$ cat src/rtl/exec_unit.sv
`default_nettype none
// exec_unit: single-issue ALU with a multi-cycle shift-add multiplier feeding a register-file write port.
// Rev 1.0
module exec_unit #(
   parameter int unsigned ZERO_REG_WRITE = 0
) (
   input  logic        clk,
   input  logic        rst_n,
   input  logic        in_valid,
   output logic        in_ready,
   input  logic [2:0]  op,
   input  logic [31:0] read1,
   input  logic [31:0] read2,
   input  logic [4:0]  dest,
   output logic        write,
   output logic [4:0]  writereg,
   output logic [31:0] data,
   output logic        busy
);

   localparam logic [2:0] OP_ADD = 3'b000;
   localparam logic [2:0] OP_SUB = 3'b001;
   localparam logic [2:0] OP_AND = 3'b010;
   localparam logic [2:0] OP_OR  = 3'b011;
   localparam logic [2:0] OP_XOR = 3'b100;
   localparam logic [2:0] OP_SLT = 3'b101;
   localparam logic [2:0] OP_SLL = 3'b110;
   localparam logic [2:0] OP_MUL = 3'b111;

   typedef enum logic [0:0] {
      ST_IDLE = 1'b0,
      ST_MUL  = 1'b1
   } state_t;

   state_t      state_q, state_d;
   logic [31:0] acc_q, acc_d;
   logic [31:0] mcand_q, mcand_d;
   logic [31:0] mplier_q, mplier_d;
   logic [4:0]  cnt_q, cnt_d;
   logic [4:0]  mdest_q, mdest_d;
   logic        write_q, write_d;
   logic [4:0]  writereg_q, writereg_d;
   logic [31:0] data_q, data_d;
   logic [31:0] alu_res;
   logic [31:0] acc_sum;

   function automatic logic dest_ok(input logic [4:0] d);
      return (ZERO_REG_WRITE != 0) || (d != 5'd0);
   endfunction

   always_comb begin
      alu_res = '0;
      case (op)
         OP_ADD:  alu_res = read1 + read2;
         OP_SUB:  alu_res = read1 - read2;
         OP_AND:  alu_res = read1 & read2;
         OP_OR:   alu_res = read1 | read2;
         OP_XOR:  alu_res = read1 ^ read2;
         OP_SLT:  alu_res = {31'd0, $signed(read1) < $signed(read2)};
         OP_SLL:  alu_res = read1 << read2[4:0];
         default: alu_res = '0;
      endcase
   end

   // Partial product for the current multiplier bit; also the final product on the last iteration.
   assign acc_sum = acc_q + (mplier_q[0] ? mcand_q : 32'd0);

   always_comb begin
      state_d    = state_q;
      acc_d      = acc_q;
      mcand_d    = mcand_q;
      mplier_d   = mplier_q;
      cnt_d      = cnt_q;
      mdest_d    = mdest_q;
      write_d    = 1'b0;
      writereg_d = writereg_q;
      data_d     = data_q;
      if (state_q == ST_IDLE) begin
         if (in_valid) begin
            if (op == OP_MUL) begin
               state_d  = ST_MUL;
               acc_d    = '0;
               mcand_d  = read1;
               mplier_d = read2;
               cnt_d    = '0;
               mdest_d  = dest;
            end else if (dest_ok(dest)) begin
               write_d    = 1'b1;
               writereg_d = dest;
               data_d     = alu_res;
            end
         end
      end else begin
         acc_d    = acc_sum;
         mcand_d  = mcand_q << 1;
         mplier_d = mplier_q >> 1;
         cnt_d    = cnt_q + 5'd1;
         if (cnt_q == 5'd31) begin
            state_d = ST_IDLE;
            if (dest_ok(mdest_q)) begin
               write_d    = 1'b1;
               writereg_d = mdest_q;
               data_d     = acc_sum;
            end
         end
      end
   end

   always_ff @(posedge clk or negedge rst_n) begin
      if (!rst_n) begin
         state_q    <= ST_IDLE;
         acc_q      <= '0;
         mcand_q    <= '0;
         mplier_q   <= '0;
         cnt_q      <= '0;
         mdest_q    <= '0;
         write_q    <= 1'b0;
         writereg_q <= '0;
         data_q     <= '0;
      end else begin
         state_q    <= state_d;
         acc_q      <= acc_d;
         mcand_q    <= mcand_d;
         mplier_q   <= mplier_d;
         cnt_q      <= cnt_d;
         mdest_q    <= mdest_d;
         write_q    <= write_d;
         writereg_q <= writereg_d;
         data_q     <= data_d;
      end
   end

   assign in_ready = (state_q == ST_IDLE);
   assign busy     = (state_q == ST_MUL);
   assign write    = write_q;
   assign writereg = writereg_q;
   assign data     = data_q;

endmodule
`default_nettype wire

$ cat config.mk
export PLATFORM = sky130hd
export DESIGN_NAME = exec_unit
export DESIGN_NICKNAME = d
export VERILOG_FILES = /design/src/rtl/exec_unit.sv
export SDC_FILE = /design/constraint.sdc
export NUM_CORES = 1
export LEC_CHECK = 0
export CAP_MARGIN = 20
export CORE_MARGIN = 2
export CORE_UTILIZATION = 49
export DETAILED_ROUTE_END_ITERATION = 10
export HOLD_SLACK_MARGIN = 0.02
export PLACE_DENSITY_LB_ADDON = 0.2
export SLEW_MARGIN = 20
export SYNTH_ARGS = -nofsm -noshare
export SYNTH_HDL_FRONTEND = slang
export SYNTH_SLANG_ARGS = --single-unit
$ cat constraint.sdc
create_clock -name clk -period 3.8 [get_ports clk]
set_input_delay 0.76 -clock clk [delete_from_list [all_inputs] [get_ports clk]]
set_output_delay 0.76 -clock clk [all_outputs]
set_load 0.01 [all_outputs]
==> flow_summary.json, run 1 <==
{
  "critPathLaunchType": "input port",
  "final-hold-violation-count": 0,
  "outcome": "completed",
  "top_level_ports": 115,
  "timing.slew.headroom": 0.484,
  "synthCells": 1844,
  "yosys_warnings": 0,
  "cts-htree-levels": 4,
  "worst_r2r_endpoint": "data[26]",
  "finish.instance_area_um2": 19100,
  "hold_buffers": 0,
  "fmax_mhz": 270,
  "design.final.nets": 2365,
  "tritoncts": "built",
  "drc_errors": 0,
  "synth_fp_nets": 2069,
  "netSwitchingPower_mw": 3.66,
  "crit_start": "read1[0]",
  "globalRoute.totalOverflow": 0,
  "clk_lat_worst_skew_ps": 460,
  "clock_sink_count": 145,
  "synth_seq_cells": 145,
  "pwr_density_cell_nw_per_um2": 459,
  "comb_power_share": 0.500,
  "synthArstFlopShare": 1.00,
  "arrival_ps": 4080,
  "syn_area_um2": 14800,
  "cap_viol_max_count": 0,
  "initial_utilization": 0.498,
  "final_min_period_over_clock_period": 0.974,
  "numCtsBuffers": 17,
  "post_drt_wl_per_cell_um": 23.6,
  "rsz_0062_raised_after_global_routing": "no",
  "power_leakage_nw": 9.21,
  "track_usage": 0.379,
  "pwr-share-clk": 0.201,
  "power_frac_seq": 0.299,
  "post-route-min-period_ps": 3700,
  "firstDrtPassIters": 9,
  "power.ir.vdd_worst_v": 0.000349,
  "detail-route-antenna-nets": 0,
  "layout_setup_ws_ps": 99.5,
  "fp.coreArea_um2": 29700,
  "worst_r2r_path_depth": 14,
  "drt_iter0_markers": 2243,
  "seq_total_area_yosys": 0.245,
  "grt_antenna_before_repair": 2,
  "grt_first_pass_wirelength_um": 91200,
  "slowest_delay_ps": 490,
  "endpoint_kind": "flop",
  "cellInternalPower_mw": 5.13,
  "worst_hold_path_class": "in2async",
  "cp_slowest_cell": "sky130_fd_sc_hd__clkdlybuf4s50_1",
  "synth.distinct_cells": 75,
  "slack_of_the_worst_reg_to_reg_path_ps": 170,
  "finalSetupViolCount": 0,
  "clock_slew_at_the_register_clock_pins_of_the_worst_setup_and_hold_paths_ps": 70,
  "die_w_um": 178,
  "tns_ps": 0,
  "switching_share": 0.416,
  "timing.critical_path.fanout_max": 3,
  "detailed_place_hpwl_um": 46000,
  "dieHeight_um": 178,
  "placement.cell_area_um2": 18300,
  "detail_route.wirelength_um": 60100,
  "place.gp.congestion": 0.991,
  "layout_area_growth_over_synthesis_pct": 29.3,
  "dominantRegCellSynth": "sky130_fd_sc_hd__dfrtp_1",
  "vias": 16400,
  "worstMarginPinSlew_ps": 766,
  "numPortBuffers": 114,
  "clockBufferDepth": 2,
  "maximum_number_of_pins_on_one_net_before_global_route_repair": 102,
  "fillerInstances": 2620,
  "critical_path.cell_chain": "clkdlybuf4s50_1, inv_1, ha_1, fa_2, o21bai_4, o2111ai_4, a2111oi_4, buf_4, o21ai_1, a21oi_1, buf_4, a21o_1, xnor2_1, o221ai_1, buf_4, nand2_1, a31oi_1",
  "grt_pass1_vias": 15600,
  "worstSetupPathType": "in2reg",
  "cts.root.buffer_cell": "sky130_fd_sc_hd__clkbuf_16",
  "timing.critical_path.mode_cell": "sky130_fd_sc_hd__buf_4",
  "core.rowCount": 63,
  "layout.core_utilization": 0.644,
  "critical_path.endpoint": "data[22]",
  "crit_required_ps": 4170,
  "vias_per_cell": 6.43,
  "fin_worst_skew_ps": 15.1,
  "post-place-ws_ps": -764,
  "layout-drive-gt1-share": 0.193,
  "reg_area_um2": 3630,
  "avgSynthCellArea_um2": 8.03,
  "post_synth_edffs": 0,
  "final-max-slew-violation-count": 0,
  "reg_to_reg_startpoint": "mplier_q[0]",
  "multi_input_area_um2": 10400,
  "die-area_um2": 31600
}
-- per-stage QoR --
stage	total power, mW	std cells	hold slack [ps]
after floorplan	5.16	1844	450
after global placement	6.72	2508	461
after detailed placement	6.84	2508	472
after CTS	8.67	2541	359
after global routing	9.33	2543	400
final	8.79	2544	336
-- flip-flops by register name (all words and copies together), names as in the netlist --
| register | count |
|---|---|
| writereg | 5 |
| mdest_q | 5 |
| acc_q | 32 |
| mplier_q | 32 |
| data | 32 |
| cnt_q | 5 |
| busy | 1 |
| mcand_q | 32 |
| write | 1 |
-- worst min path at each step --
stage / start / end / slack (ps) / depth (start not counted)
after floorplan: cnt_q[3] / cnt_q[3] / 450 / 1
after global routing: rst_n / data[4] / 400 / 1
final: rst_n / acc_q[3] / 340 / 1
after CTS: rst_n / mcand_q[4] / 360 / 1
after detailed placement: acc_q[23] / acc_q[23] / 470 / 2
after global placement: data[18] / data[18] / 460 / 2
-- synth_stat cells (all sizes together) (18+ instances only) --
library cell | number | area, um2
a31oi | 29 | 181
a21oi | 156 | 781
nor3 | 26 | 130
mux4 | 22 | 495
a21o | 42 | 317
nor2 | 145 | 544
clkbuf | 96 | 360
and2 | 39 | 245
inv | 169 | 634
a211oi | 26 | 195
a22oi | 29 | 218
o21ai | 91 | 455
buf | 26 | 116
o22ai | 31 | 194
dfrtp | 145 | 3630
nand2 | 167 | 627
a222oi | 63 | 631
o21bai | 19 | 143
nand3 | 28 | 140
ha | 147 | 1840
mux2i | 33 | 330
o31ai | 18 | 135
xnor2 | 28 | 245
-- placed cells by master (no fill, tap or decap), drive strengths merged, types with 12 or more instances in the layout --
cell / n
mux4: 22
and3: 12
mux2i: 33
nand2b: 12
nand3: 28
o211ai: 13
buf: 290
o31ai: 18
a21oi: 156
mux2: 12
and2: 39
nor2b: 12
nand4: 16
a31oi: 29
nand2: 167
clkdlybuf4s50: 103
a221oi: 14
dfrtp: 145
a21o: 42
a222oi: 63
clkbuf: 20
inv: 174
o221ai: 15
o21a: 15
o21ai: 91
o22ai: 31
nor3: 26
nor2: 145
a22o: 13
a211oi: 26
o21bai: 19
ha: 147
xnor2: 28
a22oi: 29
-- final cells by class --
cell class                      count  share of cell area
Multi-Input combinational cell   1405               0.541
Sequential cell                   145               0.190
Timing Repair Buffer              399               0.178
Inverter                          172              0.0344
Tap cell                          390              0.0255
Clock buffer                       20              0.0233
Clock inverter                     12             0.00758
Antenna cell                        1            0.000131
-- critical path, delay by kind of cell --
kind / cells / cell delay, ps
XOR/XNOR: 1 / 80
buffers and inverters: 5 / 1070
adder cells (fa/ha/maj): 2 / 600
AO/OA/AOI/OAI: 8 / 1510
AND/OR/NAND/NOR: 1 / 50
-- power groups by stage --
stage	Combinational, mW	Clock (mW)	Sequential [mW]
after detailed placement	4.21	0	2.63
final	4.40	1.76	2.63
after global routing	4.79	1.85	2.69
after CTS	4.27	1.79	2.62
after floorplan	2.64	0	2.52
after global placement	4.11	0	2.61
-- kinds of logic (layout without fill, tap and decap cells) --
kind of cell / count (synthesis) / after routing / share of synthesized area
AO/OA/AOI/OAI: 656 / 656 / 0.310
AND/OR/NAND/NOR: 493 / 493 / 0.153
buffers and inverters: 294 / 603 / 0.0758
adder cells (fa/ha/maj): 150 / 150 / 0.128
flip-flops: 145 / 145 / 0.245
multiplexers: 67 / 67 / 0.0649
XOR/XNOR: 39 / 39 / 0.0231
other: 0 / 1 / 0
-- routing by layer --
metal	share of wire	GRT usage	up-vias	wire, um
li1	-	-	7431	-
met1	0.43	0.535	7957	26100
met2	0.44	0.586	848	26700
met3	0.095	0.0716	114	5690
met4	0.026	0.116	2	1540
met5	0.00018	0	-	11
-- what timing repair did --
action | 4_1_cts | 5_1_grt
setup endpoints to repair | 16 | 28
gates resized for setup | 22 | 38
pin swaps | 8 | 14
buffers inserted | 1 | 2
endpoints found under the hold margin | 0 | 0
Power figures use the tool's default switching activity.
==> run 2, diff against run 1 <==
Settings changed: CTS_CLUSTER_DIAMETER set to 200.
==> results of run 2 <==
Final layout, timing and power as in run 1 (identical DEF).
